$ cat src/rtl/apb_slave_with_mem.sv
// rtl/apb_slave_with_mem.sv - APB slave fronting a 256 x 8 register memory
//
// Ports:
//   clk        rising-edge clock for all state and memory
//   reset      synchronous active-high reset (clears FSM and whole memory)
//   psel       slave select
//   penable    access phase qualifier
//   pwrite     1 = write, 0 = read
//   paddr      byte address into the 256-entry memory
//   pwdata     write data
//   prdata     read data, valid during read access, 0 otherwise
//   pready     transfer completes on the rising edge where high
//   id         static slave identifier
//   slave_id   id while pready is high, else 0
//   mem_ready  memory ready; low inserts APB wait states
//   mem_ce     memory chip enable
//   mem_wren   memory write enable
//   mem_rden   memory read enable
//   state      FSM state: IDLE=0, SETUP=1, ACCESS=2

module apb_slave_with_mem (
   input  logic       clk,
   input  logic       reset,
   input  logic       psel,
   input  logic       penable,
   input  logic       pwrite,
   input  logic [7:0] paddr,
   input  logic [7:0] pwdata,
   output logic [7:0] prdata,
   output logic       pready,
   input  logic [1:0] id,
   output logic [1:0] slave_id,
   input  logic       mem_ready,
   output logic       mem_ce,
   output logic       mem_wren,
   output logic       mem_rden,
   output logic [2:0] state
);

   typedef enum logic [2:0] {
      ST_IDLE   = 3'd0,
      ST_SETUP  = 3'd1,
      ST_ACCESS = 3'd2
   } state_t;

   state_t     state_q;
   state_t     state_d;
   logic [7:0] mem [256];
   logic       setup_phase;
   logic       access_phase;
   logic       wr_commit;

   // Phase decode comes straight off the bus; the state register only
   // reports progress and never gates the data path.
   assign setup_phase  = psel & ~penable;
   assign access_phase = psel & penable;
   assign wr_commit    = access_phase & pwrite & mem_ready;

   always_ff @(posedge clk) begin
      if (reset) begin
         state_q <= ST_IDLE;
      end else begin
         state_q <= state_d;
      end
   end

   always_comb begin
      state_d  = ST_IDLE;
      pready   = 1'b0;
      slave_id = 2'd0;
      prdata   = 8'd0;
      mem_ce   = psel;
      mem_wren = psel & pwrite;
      mem_rden = psel & ~pwrite;

      if (setup_phase) begin
         state_d = ST_SETUP;
      end else if (access_phase && !mem_ready) begin
         // Hold in ACCESS while the memory stretches the transfer.
         state_d = ST_ACCESS;
      end

      if (access_phase && mem_ready) begin
         pready   = 1'b1;
         slave_id = id;
      end

      if (access_phase && !pwrite) begin
         prdata = mem[paddr];
      end
   end

   assign state = state_q;

   // Reset wins over a simultaneous write, so a transfer caught by reset is
   // dropped rather than committed.
   always_ff @(posedge clk) begin
      if (reset) begin
         for (int i = 0; i < 256; i++) begin
            mem[i] <= 8'd0;
         end
      end else if (wr_commit) begin
         mem[paddr] <= pwdata;
      end
   end

endmodule

$ cat config.mk
export PLATFORM = sky130hd
export DESIGN_NAME = apb_slave_with_mem
export DESIGN_NICKNAME = d
export VERILOG_FILES = /design/src/rtl/apb_slave_with_mem.sv
export SDC_FILE = /design/constraint.sdc
export NUM_CORES = 2
export LEC_CHECK = 0
export BUFFER_PORTS_ARGS = -buffer_cell sky130_fd_sc_hd__buf_2
export CAP_MARGIN = 30
export CORE_ASPECT_RATIO = 1.2
export CORE_MARGIN = 2
export CORE_UTILIZATION = 45
export DETAILED_ROUTE_END_ITERATION = 6
export HOLD_SLACK_MARGIN = 0.15
export PLACE_DENSITY = 0.56
export SYNTH_ARGS = -nofsm -noshare
export SYNTH_HDL_FRONTEND = slang
export SYNTH_SLANG_ARGS = --single-unit
$ cat constraint.sdc
create_clock -name clk -period 7 [get_ports clk]
set_clock_uncertainty 0.2 [all_clocks]
set_input_delay 1.05 -clock clk [delete_from_list [all_inputs] [get_ports clk]]
set_output_delay 1.05 -clock clk [all_outputs]
set_load 0.005 [all_outputs]
==> results.md <==
* Routed wire length at 289000 um
* Critical path class: input port to primary output
* Worst slew pin tran at 1230 ps
* Root Driver: clkbuf_16
* Hold depth at 2
* Sequential fraction of the synthesis area at 64.0%
* Setup TNS at 0 ps
* Yosys reg bits at 2050
* Largest net degree at the start of global routing at 184
* DR pass1 iterations at 7
* Clk sink count at 2050
* Number of I/O pins at 41
* MaxCap Viol Count at 0
* TritonCTS clock tree: built
* Setup Viol. Count Final at 0
* Worst Hold End: state[0]$_SDFF_PP0_
* Layout cell share with drive strength beyond 1 at 17.4%
* Worst vdd ir at 0.000268 V
* Worst Path Max Fanout at 58
* Most Frequent Cell on Critical Path: buf_12
* Die height at 510 um
* CTS max path bufs at 3
* Unrepaired setup endpoints after global routing: no
* Number of distinct library cells after synthesis at 64
* CP endpoint kind: primary output
* Full die area at 217000 um^2
* Synthesized cell area at 96200 um^2
* Min Hold Slack at 247 ps
* H-tree depth at 4
* Initial antenna violation count at 12
* Hold/Removal Path Class: input port to flop
* Post-DRT Antenna Nets at 0
* Layout area overhead at 9.37%
* Leading cell type in the layout, fill and taps excluded: edfxtp_1
* Min Tclk post-route at 6090 ps
* Post-synth top flop: edfxtp_1
* Fin. max-slew vios at 0
* Final Hold Viols at 0
* Detailed Place HPWL at 173000 um
* Fillcell total at 17900
* GRT Util Overall at 26.5%
* Worst Setup SP: paddr[1]
* Clock-pin slew on the worst setup and hold paths at 60 ps
* Worst path max stage delay at 620 ps
* Initial DRC Count at 6597
* DR vias/cell at 6.22
* F_max at 164 MHz
* Core area at 212000 um^2
* Inserted Clock Buffers at 207
* Average wire per standard cell at 31.5 um
* Die W at 426 um
* Final period util at 87.0%
* Min-delay src: psel
* Number of synthesized flops with an enable pin at 2048
* Cells along the critical path: buf_8, buf_12, buf_12, mux4_2, mux2i_1, o22ai_1, or4_1, a31oi_1, a311oi_1, buf_2
* Post-Syn Nets at 6561
* Crit-path slowest cell: or4_1
* Routability cong. at 0.874
* # port buffers at 39
* Number of global-route vias before repair at 56700
* Synth warnings at 0
* Initial core utilization at 45.4%
* Post-Synthesis Cells at 6537
* Syn_area_per_cell at 14.7 um^2
* Commonest non-fill, non-tap cells in the layout: 2048 x edfxtp_1, 1426 x and3_1, 630 x and2_1
* Relative slew slack at 17.9%
* Status: finished, violations left
* Fin nets at 6217
* DRC at 2
* Critical path required time at 5750 ps
* Vias after detailed routing at 57000
* CP arrival at 4840 ps
* Failing checks: DRC
* Core Rows at 185
* First-pass GRT wire length at 418000 um
* Total grt overflow at 0
* Tot Pwr at 27.0 mW
* Post-synth ARST share at 0%
* P per Cell Area at 257 nW/um^2
* LEAKAGE at 41.3 nW
* Worst setup SP type: input port
registers in the layout (all words and copies together), names as in the netlist:
| signal | flops |
|---|---|
| mem | 2048 |
| state | 2 |
kinds of logic after synthesis:
kind of cell / share of synthesized area (%)
other cells: 0.00390
flops: 64.0
simple gates: 15.7
buf+inv: 3.69
mux: 12.8
compound gates: 3.80
layer usage:
| metal | routed length [um] | vias up | part of all wire (%) | GRT usage (%) |
|---|---|---|---|---|
| met1 | 116000 | 29800 | 40 | 35.6 |
| met4 | 10500 | 6 | 3.6 | 9.12 |
| met5 | 24 | - | 0.0083 | 0 |
| li1 | - | 24500 | - | - |
| met3 | 20400 | 484 | 7.1 | 4.43 |
| met2 | 142000 | 2172 | 49 | 43.8 |
layout make-up:
type	count	area, um^2	share of cell area, %
diodes	2	5.00	0.00476
multi-input cells	3691	31300	29.7
clock inverters	110	947	0.900
repair buffers	240	2450	2.33
clock buffers	267	5440	5.17
inverters	3	11.3	0.0107
flip-flops and latches	2050	61500	58.5
well taps	2805	3510	3.34
worst max-delay path by stage:
stage | end | cells past startpoint
6_report | prdata[2] | 10
5_1_grt | prdata[4] | 9
4_1_cts | prdata[4] | 9
3_5_place_dp | prdata[4] | 9
3_3_place_gp | prdata[5] | 10
2_1_floorplan | prdata[2] | 9
metrics by stage:
stage | setup slack (ps) | std cells | instance area, um^2 | utilization, %
after floorplan | 2800 | 6537 | 96200 | -
after global placement | 806 | 8780 | 98700 | 46.5
after detailed placement | 951 | 8788 | 98800 | 46.6
after CTS | 946 | 9166 | 105000 | 49.6
after global routing | 818 | 9167 | 105000 | 49.6
final | 907 | 9168 | 105000 | 49.6
Yosys cell counts, types with 7 or more instances:
cell / number / area share [%]
o21ai_0: 18 / 0.094
a32oi_1: 8 / 0.073
buf_4: 53 / 0.41
or3_1: 10 / 0.065
mux4_2: 424 / 9.9
a21oi_1: 36 / 0.19
clkbuf_1: 601 / 2.3
a31oi_1: 11 / 0.072
nand3_1: 30 / 0.16
nor3_1: 38 / 0.20
nor2_1: 93 / 0.36
buf_1: 11 / 0.043
o221ai_1: 8 / 0.073
or2_2: 83 / 0.54
edfxtp_1: 2048 / 64
nor2b_1: 16 / 0.10
mux2_2: 20 / 0.23
nand2_1: 82 / 0.32
buf_6: 33 / 0.39
nor2_2: 32 / 0.21
a21o_1: 184 / 1.4
mux2i_1: 252 / 2.6
o22ai_1: 60 / 0.39
a311oi_1: 7 / 0.064
and3_1: 1426 / 9.3
or4_1: 7 / 0.055
a221oi_1: 10 / 0.091
nand4_1: 13 / 0.085
a22o_1: 7 / 0.064
o211ai_1: 15 / 0.12
buf_2: 91 / 0.47
a211oi_1: 12 / 0.094
and2_1: 631 / 4.1
a22oi_1: 96 / 0.75
nand2b_1: 8 / 0.052
critical path: cells and delay by family:
family / cells / cell delay, ps
mux: 2 / 920
compound gates: 3 / 760
buf+inv: 4 / 1350
simple gates: 1 / 620
power breakdown:
part | switching, mW | total [mW] | internal, mW
logic | 1.40 | 2.10 | 0.700
registers | 0.159 | 14.2 | 14.1
clock network | 4.90 | 10.7 | 5.80
repair_timing:
action / in CTS / in global routing
gates resized for setup: 0 / 0
hold endpoints to repair: 1 / 0
setup buffers: 0 / 0
setup endpoints to repair: 0 / 0
hold buffers: 1 / 0
Power figures use the tool's default switching activity.
